File: src/rtl/fifo_arb_pkg.sv
// Shared definitions for the fifo_share_arb slice: default parameters, the
// requester-id width derivation and {id, payload} entry pack/unpack helpers.
package fifo_arb_pkg;

  localparam int NREQ_DEF  = 4;
  localparam int DW_DEF    = 3;
  localparam int AW_DEF    = 4;
  localparam int QUOTA_DEF = 4;

  // Width of a requester index; never narrower than one bit.
  function automatic int idw_of(input int n);
    return (n <= 1) ? 1 : $clog2(n);
  endfunction

  // Build a {id, payload} entry, payload in the low dw bits.
  function automatic logic [31:0] entry_pack(input logic [31:0] id,
                                             input logic [31:0] data,
                                             input int          dw);
    return (id << dw) | (data & ((32'd1 << dw) - 32'd1));
  endfunction

  // Requester id field of an entry.
  function automatic logic [31:0] entry_id(input logic [31:0] entry,
                                           input int          dw);
    return entry >> dw;
  endfunction

  // Payload field of an entry.
  function automatic logic [31:0] entry_data(input logic [31:0] entry,
                                             input int          dw);
    return entry & ((32'd1 << dw) - 32'd1);
  endfunction

endpackage

File: src/rtl/rr_pick.sv
// Rotating-priority one-hot picker: returns the first asserted elig bit
// found by scanning rr_ptr, rr_ptr+1, ... with wrap at N-1. The wrap is an
// explicit compare so non-power-of-two N never aliases onto a bad index.
module rr_pick #(
  parameter int N  = 4,
  parameter int IW = 2
) (
  input  logic [N-1:0]  elig,
  input  logic [IW-1:0] rr_ptr,
  output logic [N-1:0]  grant,
  output logic [IW-1:0] grant_id,
  output logic          grant_any
);

  logic [IW-1:0] idx;

  // Scan all N positions from rr_ptr and latch onto the first eligible one.
  always_comb begin
    grant     = '0;
    grant_id  = '0;
    grant_any = 1'b0;
    idx       = rr_ptr;
    for (int k = 0; k < N; k++) begin
      if (!grant_any && elig[idx]) begin
        grant[idx] = 1'b1;
        grant_id   = idx;
        grant_any  = 1'b1;
      end else begin
        grant_any  = grant_any;
      end
      if (idx == IW'(N - 1)) begin
        idx = '0;
      end else begin
        idx = idx + IW'(1);
      end
    end
  end

endmodule

File: src/rtl/fifo_share_arb.sv
// fifo_share_arb: round-robin sharing of one external synchronous FIFO among
// NREQ requesters. At most one push per cycle, each entry tagged with the
// requester id; the FIFO head is presented as a valid/ready stream.
// Optional per-requester occupancy quota: define FIFO_ARB_QUOTA_EN.
// Grant and pop paths are combinational so a requester sees ready in the
// same cycle it raises valid. While rst_n is low every strobe is held off.
module fifo_share_arb
  import fifo_arb_pkg::*;
#(
  parameter int  NREQ  = NREQ_DEF,
  parameter int  DW    = DW_DEF,
  parameter int  AW    = AW_DEF,
  parameter int  QUOTA = QUOTA_DEF,
  localparam int IDW   = idw_of(NREQ)
) (
  input  logic                clk,
  input  logic                rst_n,
  input  logic [NREQ-1:0]     req_vld,
  input  logic [NREQ*DW-1:0]  req_data,
  output logic [NREQ-1:0]     req_rdy,
  output logic                out_vld,
  output logic [DW-1:0]       out_data,
  output logic [IDW-1:0]      out_id,
  input  logic                out_rdy,
  output logic                fifo_push,
  output logic [IDW+DW-1:0]   fifo_din,
  output logic                fifo_pop,
  input  logic [IDW+DW-1:0]   fifo_dout,
  input  logic                fifo_empty,
  input  logic                fifo_full,
  output logic                busy
);

  localparam int EW = IDW + DW;

  logic [IDW-1:0]  rr_ptr;
  logic [NREQ-1:0] below_quota;
  logic [NREQ-1:0] elig;
  logic [NREQ-1:0] grant;
  logic [IDW-1:0]  grant_id;
  logic            grant_any;
  logic [DW-1:0]   grant_data;

`ifdef FIFO_ARB_QUOTA_EN
  localparam int CW = $clog2(QUOTA + 1);

  logic [CW-1:0] cnt [NREQ];

  // A requester already holding QUOTA entries drops out of arbitration.
  always_comb begin
    below_quota = '0;
    for (int i = 0; i < NREQ; i++) begin
      below_quota[i] = (cnt[i] < CW'(QUOTA));
    end
  end

  // Track how many queued entries each requester owns (push +1, pop -1).
  always_ff @(posedge clk or negedge rst_n) begin
    if (!rst_n) begin
      for (int i = 0; i < NREQ; i++) begin
        cnt[i] <= '0;
      end
    end else begin
      for (int i = 0; i < NREQ; i++) begin
        case ({grant[i], fifo_pop && (out_id == IDW'(i))})
          2'b10:   cnt[i] <= cnt[i] + CW'(1);
          2'b01:   cnt[i] <= (cnt[i] != '0) ? cnt[i] - CW'(1) : cnt[i];
          default: cnt[i] <= cnt[i];
        endcase
      end
    end
  end
`else
  assign below_quota = '1;
`endif

  // Eligible: requesting, room in the FIFO (no pop bypass), within quota,
  // and not in reset.
  always_comb begin
    elig = '0;
    for (int i = 0; i < NREQ; i++) begin
      elig[i] = req_vld[i] & ~fifo_full & below_quota[i] & rst_n;
    end
  end

  rr_pick #(
    .N  (NREQ),
    .IW (IDW)
  ) u_pick (
    .elig      (elig),
    .rr_ptr    (rr_ptr),
    .grant     (grant),
    .grant_id  (grant_id),
    .grant_any (grant_any)
  );

  // Select the winning requester's payload.
  always_comb begin
    grant_data = req_data[int'(grant_id) * DW +: DW];
  end

  // Priority moves to the index after the winner; holds when nothing pushes.
  always_ff @(posedge clk or negedge rst_n) begin
    if (!rst_n) begin
      rr_ptr <= '0;
    end else if (grant_any) begin
      rr_ptr <= (grant_id == IDW'(NREQ - 1)) ? '0 : grant_id + IDW'(1);
    end else begin
      rr_ptr <= rr_ptr;
    end
  end

  assign req_rdy   = grant;
  assign fifo_push = grant_any;
  assign fifo_din  = EW'(entry_pack(32'(grant_id), 32'(grant_data), DW));

  assign out_vld   = ~fifo_empty & rst_n;
  assign out_id    = IDW'(entry_id(32'(fifo_dout), DW));
  assign out_data  = DW'(entry_data(32'(fifo_dout), DW));
  assign fifo_pop  = out_vld & out_rdy;

  assign busy      = rst_n & (~fifo_empty | (|req_vld));

endmodule

File: config.mk
export PLATFORM = sky130hd
export DESIGN_NAME = fifo_share_arb
export DESIGN_NICKNAME = d
export VERILOG_FILES = /design/src/rtl/fifo_arb_pkg.sv /design/src/rtl/rr_pick.sv /design/src/rtl/fifo_share_arb.sv
export SDC_FILE = /design/constraint.sdc
export NUM_CORES = 1
export LEC_CHECK = 0
export CAP_MARGIN = 20
export CORE_UTILIZATION = 42
export DETAILED_ROUTE_END_ITERATION = 8
export GPL_ROUTABILITY_DRIVEN = 0
export PLACE_DENSITY = 0.95
export SETUP_SLACK_MARGIN = 0.2
export SLEW_MARGIN = 25
export SYNTH_ARGS = -nofsm -noshare
export SYNTH_HDL_FRONTEND = slang
export SYNTH_SLANG_ARGS = --single-unit
export TNS_END_PERCENT = 100
File: constraint.sdc
create_clock -name clk -period 7 [get_ports clk]
set_input_delay 1.05 -clock clk [delete_from_list [all_inputs] [get_ports clk]]
set_output_delay 1.05 -clock clk [all_outputs]
set_load 0.05 [all_outputs]
# Word-level counts from Yosys, hierarchy flattened

Cells that the tools add are included.

Register bits: 2
Input bits: 26
Output and inout bits: 18
Word-level logic and storage cells: 80

Add/subtract/negate cells: 4
Multiply operators: 1
$lt $le $gt $ge: 8
Equal/unequal tests: 4
Shifts and indexed selects: 1
Multiplexer cells: 32
Bitwise operators: 18
Reductions and logical operators: 11

Operators by type and width:

| kind                                                       | number |
|---|---|
| 2-to-1 mux 2 bit                                           | 8 |
| 2-to-1 mux 4 bit                                           | 4 |
| less-than comparator 2 x 3 -> 1 bit, second input constant | 4 |
| 2-to-1 mux 1 bit                                           | 12 |
| OR 4 bit                                                   | 3 |
| variable part select 12 x 5 -> 3 bit                       | 1 |
| bitwise AND 1 bit                                          | 11 |
| adder 2 x 1 -> 2 bit, second input constant                | 4 |
| binary-select mux 1 bit (select 2 bit)                     | 4 |
| demux 1 bit (select 2 bit)                                 | 4 |
| equality test 2 bit, second input constant                 | 4 |
| >= comparator 2 x 1 -> 1 bit, second input constant        | 4 |
| logical AND 1 bit                                          | 7 |
| OR 5 x 3 -> 5 bit                                          | 1 |
| multiplier 2 x 2 -> 4 bit, second input constant           | 1 |
| OR reduction 4 bit                                         | 1 |
| zero test 1 bit                                            | 3 |
| NOT 1 bit                                                  | 2 |
| OR 1 bit                                                   | 1 |

# Depth between registers and ports, before layout

Gate-level depths: netlist (run 1).

Word-level depth: 18
Depth in mapped cells: 10
Mapped depth without buffers: 8

# Hierarchy

From an unflattened synthesis (run 1), not the netlist that was laid out.

Cell total of the unflattened synthesis: 90
Area total of the unflattened synthesis: 814.5 µm²

By module, submodules not included:

| module         | instances | cells an instance | area each (µm²) | sequential area each (µm²) |
|---|---|---|---|---|
| rr_pick        | 1         | 67                | 558.0           | 0.0 |
| fifo_share_arb | 1         | 23                | 256.5           | 50.0 |

# Worst setup path after synthesis (run 1)

Ideal clock, no wire load.

Kind: in2out
Start: input req_vld[0]
End: output fifo_din[0]
Arrival: 3.342 ns
Required time: 5.950 ns
Setup slack: 2.608 ns
Cell stages on the path: 6
Cells stage by stage: or4b_1 o311ai_1 o311a_2 o21ai_2 o221ai_4 mux2i_1

Cells in the longest elaborated chain, start to end: 17
Elaborated cells between the ends (all ways): 26
Classes of those cells: mul: 1; shift: 1; mux: 15; bitwise: 3; reduce/logical: 6

RTL lines:

| item                                     | line                 | text |
|---|---|---|
| from (decl)                              | fifo_share_arb.sv:18 | `input logic [NREQ-1:0] req_vld,` |
| bitwise AND 1 bit (*) (2 in series)      | fifo_share_arb.sv:82 | `elig[i] = req_vld[i] & ~fifo_full & below_quota[i] & rst_n;` |
| binary-select mux 1 bit (select 2 bit)   | rr_pick.sv:24        | `if (!grant_any && elig[idx]) begin` |
| 2-to-1 mux 1 bit (not written as such)   | rr_pick.sv:24        |  |
| 2-to-1 mux 1 bit                         | rr_pick.sv:24        |  |
| zero test 1 bit                          | rr_pick.sv:24        |  |
| logical AND 1 bit                        | rr_pick.sv:24        |  |
| 2-to-1 mux 1 bit                         | rr_pick.sv:24        |  |
| zero test 1 bit                          | rr_pick.sv:24        |  |
| logical AND 1 bit                        | rr_pick.sv:24        |  |
| 2-to-1 mux 1 bit                         | rr_pick.sv:24        |  |
| zero test 1 bit                          | rr_pick.sv:24        |  |
| logical AND 1 bit                        | rr_pick.sv:24        |  |
| 2-to-1 mux 2 bit (*)                     | rr_pick.sv:24        |  |
| multiplier 2 x 2 -> 4 bit (*)            | fifo_share_arb.sv:99 | `grant_data = req_data[int'(grant_id) * DW +: DW];` |
| variable part select 12 x 5 -> 3 bit (*) | fifo_share_arb.sv:99 |  |
| OR 5 x 3 -> 5 bit (*)                    | fifo_arb_pkg.sv:19   | `return (id << dw) \| (data & ((32'd1 << dw) - 32'd1));` |
| to (decl)                                | fifo_share_arb.sv:26 | `output logic [IDW+DW-1:0] fifo_din,` |

Every way passes the cells marked *; elsewhere a longest branch is shown, timed or not. The select of a mux whose other input is x is not followed.

# Worst setup path in the final report (run 1)

Start: input req_vld[2]
End: output fifo_din[2]

The elaborated chain is that of the path after synthesis.

==> out/metrics.cfg, run 1 <==
[logic_synthesis]
synth_edf_count = 0
ys_warn_count = 0
synth_cells = 96
ys.flop_type = dfrtp_1
ys_ff_latch = 2
synth_cell_types = 42
syn_area_um2 = 796
syn_avg_cell_area_um2 = 8.29
synth.net_count = 129
ys_seq_area_frac = 0.0629
async_flop_share = 1.00

[clock_network]
clock-sinks = 2
postCtsSetupRepairBufs = 0
clock_latency_ns = 0.22
cts_tree = done
cts_resized = 0
htree_levels = 1
holdBufCountCts = 0
cts_root_buf = clkbuf_4
cts_buffer_depth = 2
cts_buffers = 3
clk_pin_slew_ns = 0.03

[setup_path]
worst_setup_path_start_kind = input pin
endpoint_kind = primary output
required_ns = 5.95
arrival_ns = 4.07
worstPathMaxFanout = 8
critical_path_class = in -> out

[drt]
route.antenna.remaining_nets = 0
dr_total_vias = 829
drt_iter0_drc = 28
drt_wl_total_mm = 1.94
wire_per_inst_um = 13.0
drt_pass1_iterations = 4
vias_per_cell = 5.56
drc_errors = 0

[global_routing]
first_global_vias = 805
grt_max_degree = 13
grt_overflow = 0
antenna_found_initial = 0
grt_usage = 0.206
grt_pass1_wl_mm = 3.17

[cells_and_area]
utilization = 0.641
nets = 159
final_cell_mix = clkdlybuf4s50_1, mux2i_1, nand2_1, nor2_1, ha_1
final_common_cell = clkdlybuf4s50_1
multi_input_area_um2 = 658
area_growth_syn_to_layout_pct = 40.6
drive_gt1_frac = 0.137
design_area_mm2 = 0.00112
largest_register = rr_ptr
largest_register_ffs = 2
fillCellCount = 136
reg_top3 = rr_ptr: 2 flops
seq_area_um2 = 50.0
antennaDiodeCount = 0

[timing]
hold_slack_ns = 0.701
final.min_clock_period_ns = 5.12
worst_pin_slew_ns = 0.709
tns_ns = 0
finalHoldViolCount = 0
finalSetupViolCount = 0
clock.fmax_mhz = 195
rsz0062_at_grt = no
relSlewSlack = 0.524
slew_viol_final = 0
period_share = 0.732
fin_skew_ns = 0.00719

[min_path]
hold_path.class = reg -> reg

[floorplanning]
rows = 15
pin_count = 44
die_w_um = 45.5
die_area_mm2 = 0.00207
start_util = 0.456
core_area_mm2 = 0.00175
fp.dieH_um = 45.5

[placement]
io_buffers = 33
postPlaceCellArea_mm2 = 0.00110
hpwl_mm = 1.52

[run_status]
status = completed

[pwr]
p_per_area_mw_per_mm2 = 450
peakVddDrop_mv = 0.390
p_leak_nw = 0.467
p_total_uw = 503

[job]
max_cap_violations = 0

[worst paths after layout]
check / from / to / slack, ns / cells past startpoint
min in group asynchronous: rst_n / rr_ptr[1] / 1.04 / 1
worst max-delay path: req_vld[2] / fifo_din[2] / 1.88 / 8
worst min register to register: rr_ptr[1] / rr_ptr[1] / 0.70 / 2
worst max register to register: rr_ptr[0] / rr_ptr[1] / 4.04 / 8
max in group asynchronous: rst_n / rr_ptr[0] / 5.77 / 1
worst min-delay path: rr_ptr[1] / rr_ptr[1] / 0.70 / 2
[per-layer routing]
layer  vias to the layer above  share of wire  GRT usage  wire [µm]
li1                        408              -          -          -
met4                         0              0     0.0848          0
met2                        41           0.51      0.380        993
met1                       380           0.42      0.225        807
met5                         -              0          0          0
met3                         0          0.070     0.0397        136
[critical path: stages]
cell,delay (ns)
clkdlybuf4s50_1,0.61
and2b_2,0.21
a211oi_4,0.05
nor3_1,0.61
nand2_1,0.20
o221ai_4,0.28
mux2i_1,0.24
clkdlybuf4s50_1,0.82
[where the power goes]
group | internal (mW) | leakage [nW] | switching, mW
sequential | 0.0180 | 0.0232 | 0.0166
combinational | 0.169 | 0.430 | 0.274
clock | 0.0189 | 0.0138 | 0.00614
total | 0.206 | 0.467 | 0.297
[stage by stage]
step                std cells  setup WS (ns)
finish                    149           1.88
global route              149           1.68
floorplan                  96           2.61
CTS                       149           1.92
global placement          146           2.05
detailed placement        146           1.95
[final cells by class]
| cell class | instances | share of cell area |
|---|---|---|
| Sequential cell | 2 | 0.0447 |
| Clock buffer | 3 | 0.0201 |
| Timing Repair Buffer | 33 | 0.295 |
| Tap cell | 25 | 0.0280 |
| Inverter | 7 | 0.0235 |
| Multi-Input combinational cell | 79 | 0.588 |
[cells by family after synthesis]
group,count (synthesis),synth area share
AO/OA/AOI/OAI,25,0.292
AND/OR/NAND/NOR,34,0.244
adder cells (fa/ha/maj),7,0.110
flip-flops,2,0.0629
buffers and inverters,15,0.110
multiplexers,13,0.181
[synth_stat cells (2+ instances only)]
cell type   n  area, µm²
mux2i_1    11        110
nand2_1     8       30.0
nor2_1      8       30.0
ha_1        7       87.6
buf_4       6       45.0
inv_1       6       22.5
a221oi_1    4       35.0
o31ai_1     4       30.0
nand2b_1    3       18.8
a211oi_1    2       15.0
a21oi_1     2       10.0
dfrtp_1     2       50.1
nor3_1      2       10.0
o21ai_0     2       10.0
o21ai_1     2       10.0
(Power assumes the default switching activity.)
==> run 2: changes to the inputs <==
- CORE_ASPECT_RATIO: unset -> 1.75
- CORE_UTILIZATION: 42 -> 35
- PLACE_DENSITY: 0.95 -> 0.88
- clock period: 7 -> 4.2 ns (I/O delays scaled with it)
==> out/metrics.cfg, run 2 (same netlist as run 1, synthesis figures left out) <==
[setup_path]
worst_setup_path_start_kind = input pin  ; unchanged
endpoint_kind = primary output  ; unchanged
cp_common_cell = clkdlybuf4s50_1  ; unchanged
worstReg2RegEnd = rr_ptr[1]  ; unchanged
worstPathMaxFanout = 12  ; was 8
arrival_ns = 3.20  ; was 4.07 ns
r2r_slack_ns = 1.69  ; was 4.04 ns
slowest_stage = clkdlybuf4s50_1  ; unchanged
critPathBufInv = 3  ; was 2
slowest_delay_ns = 0.71  ; was 0.82 ns
crit_family = buffers and inverters  ; unchanged
reg2reg_depth = 9  ; was 8
required_ns = 3.57  ; was 5.95 ns
critical_path_class = in -> out  ; unchanged
cp_cell_sequence = clkdlybuf4s50_1 -> mux2_1 -> nand3_1 -> nand2b_1 -> a211oi_1 -> inv_1 -> clkdlybuf4s50_1  ; was clkdlybuf4s50_1 -> and2b_2 -> a211oi_4 -> nor3_1 -> nand2_1 -> o221ai_4 -> mux2i_1 -> clkdlybuf4s50_1
crit_cells = 7  ; was 8
reg2reg_from = rr_ptr[1]  ; was rr_ptr[0]

[clock_network]
cts_buffers = 3  ; unchanged
htree_levels = 1  ; unchanged
cts_root_buf = clkbuf_4  ; unchanged
clock_latency_ns = 0.23  ; was 0.22 ns
clock-sinks = 2  ; unchanged
cts_tree = done  ; unchanged
clk_pin_slew_ns = 0.03  ; about the same
cts_buffer_depth = 2  ; unchanged
holdBufCountCts = 0  ; unchanged

[global_routing]
first_global_vias = 830  ; was 805
grt_usage = 0.185  ; was 0.206
grt_pass1_wl_mm = 3.39  ; was 3.17 mm
grt_overflow = 0  ; unchanged
grt_max_degree = 13  ; unchanged
antenna_found_initial = 0  ; unchanged

[floorplanning]
pin_count = 44  ; unchanged
rows = 22  ; was 15
core_area_mm2 = 0.00212  ; was 0.00175 mm²
fp.dieH_um = 65.1  ; was 45.5 µm
die_area_mm2 = 0.00248  ; was 0.00207 mm²
start_util = 0.375  ; was 0.456
die_w_um = 38.0  ; was 45.5 µm

[cells_and_area]
utilization = 0.530  ; was 0.641
area_growth_syn_to_layout_pct = 41.0  ; was 40.6%
drive_gt1_frac = 0.213  ; was 0.137
nets = 162  ; was 159
final_common_cell = clkdlybuf4s50_1  ; unchanged
largest_register_ffs = 2  ; unchanged
reg_top3 = rr_ptr: 2 flops  ; unchanged
design_area_mm2 = 0.00112  ; about the same
antennaDiodeCount = 0  ; unchanged
final_cell_mix = clkdlybuf4s50_1, mux2i_1, buf_4, nand2_1, nor2_1  ; was clkdlybuf4s50_1, mux2i_1, nand2_1, nor2_1, ha_1
largest_register = rr_ptr  ; unchanged

[timing]
tns_ns = 0  ; unchanged
period_share = 0.911
final.min_clock_period_ns = 3.83
rsz0062_at_grt = yes  ; was no
slew_viol_final = 0  ; unchanged
hold_slack_ns = 0.556  ; was 0.701 ns
fin_skew_ns = 0.0000690  ; was 0.00719 ns
finalSetupViolCount = 0  ; unchanged
relSlewSlack = 0.659  ; was 0.524
clock.fmax_mhz = 261
finalHoldViolCount = 0  ; unchanged
worst_pin_slew_ns = 0.510  ; was 0.709 ns

[min_path]
min_to = rr_ptr[0]  ; was rr_ptr[1]
min-delay-start = rr_ptr[0]  ; was rr_ptr[1]
hold_path.class = reg -> reg  ; unchanged
hold_path_depth = 2  ; unchanged

[run_status]
status = completed  ; unchanged

[placement]
hpwl_mm = 1.61  ; was 1.52 mm
io_buffers = 33  ; unchanged
postPlaceCellArea_mm2 = 0.00110  ; about the same

[drt]
drc_errors = 0  ; unchanged
drt_pass1_iterations = 4  ; unchanged
vias_per_cell = 5.64  ; was 5.56
dr_total_vias = 851  ; was 829
wire_per_inst_um = 12.7  ; was 13.0 µm
drt_iter0_drc = 16  ; was 28
route.antenna.remaining_nets = 0  ; unchanged
drt_wl_total_mm = 1.92  ; was 1.94 mm

[pwr]
peakVddDrop_mv = 0.540  ; was 0.390 mV
p_per_area_mw_per_mm2 = 750  ; was 450 mW/mm²
p_total_uw = 842  ; was 503 µW
p_leak_nw = 0.491  ; was 0.467 nW

[job]
max_cap_violations = 0  ; unchanged

-- run 2: cell count changes in the layout (fill, tap and decap cells not counted) --
| cell | delta |
|---|---|
| clkdlybuf4s50_1 | -7 |
| buf_4 | +10 |
-- run 2: final cells by class --
type                            instances  area [µm²]
Fill cell                             195         997
Timing Repair Buffer                   36         335
Tap cell                               24        30.0
Clock buffer                            3        22.5
Sequential cell                         2        50.0
Inverter                                7        26.3
Multi-Input combinational cell         79         658
-- run 2: per-layer routing --
| metal | track usage | wire length [µm] | part of all wire | vias to the layer above |
|---|---|---|---|---|
| met4 | 0.103 | 39 | 0.020 | 0 |
| met2 | 0.350 | 1170 | 0.61 | 36 |
| met5 | 0 | 0 | 0 | - |
| met3 | 0.0205 | 81 | 0.042 | 6 |
| li1 | - | - | - | 415 |
| met1 | 0.175 | 629 | 0.33 | 394 |
-- run 2: how the worst max path moves through the flow --
| stage | startpoint | endpoint | slack, ns |
|---|---|---|---|
| floorplan | rr_ptr[0] | fifo_din[0] | 0.28 |
| global placement | req_vld[1] | req_rdy[0] | 0.40 |
| detailed placement | req_vld[1] | req_rdy[0] | 0.37 |
| CTS | req_vld[1] | req_rdy[0] | 0.37 |
| global route | req_vld[1] | fifo_push | 0.16 |
| finish | req_vld[1] | fifo_push | 0.37 |
-- run 2: worst min-delay path, cell delays in order, from the launching register on --
cell and delay [ns]:
dfrtp_1 0.38, nand2_1 0.06, o21ai_1 0.07
-- run 2: report_power, final --
part | internal [mW] | switching [mW]
clock | 0.0316 | 0.0123
combinational | 0.282 | 0.474
sequential | 0.0303 | 0.0119
total | 0.344 | 0.498
-- run 2: timing repair --
action / 4_1_cts / 5_1_grt
endpoints found under the setup margin: 0 / 1
resized for setup: 0 / 0
buffers inserted: 0 / 0
-- run 2: per-stage QoR --
stage                     setup slack (ns)  std cells
final                                0.373        151
after global routing                 0.163        151
after CTS                            0.368        151
after detailed placement             0.368        148
after global placement               0.402        148
after floorplan                      0.284         96
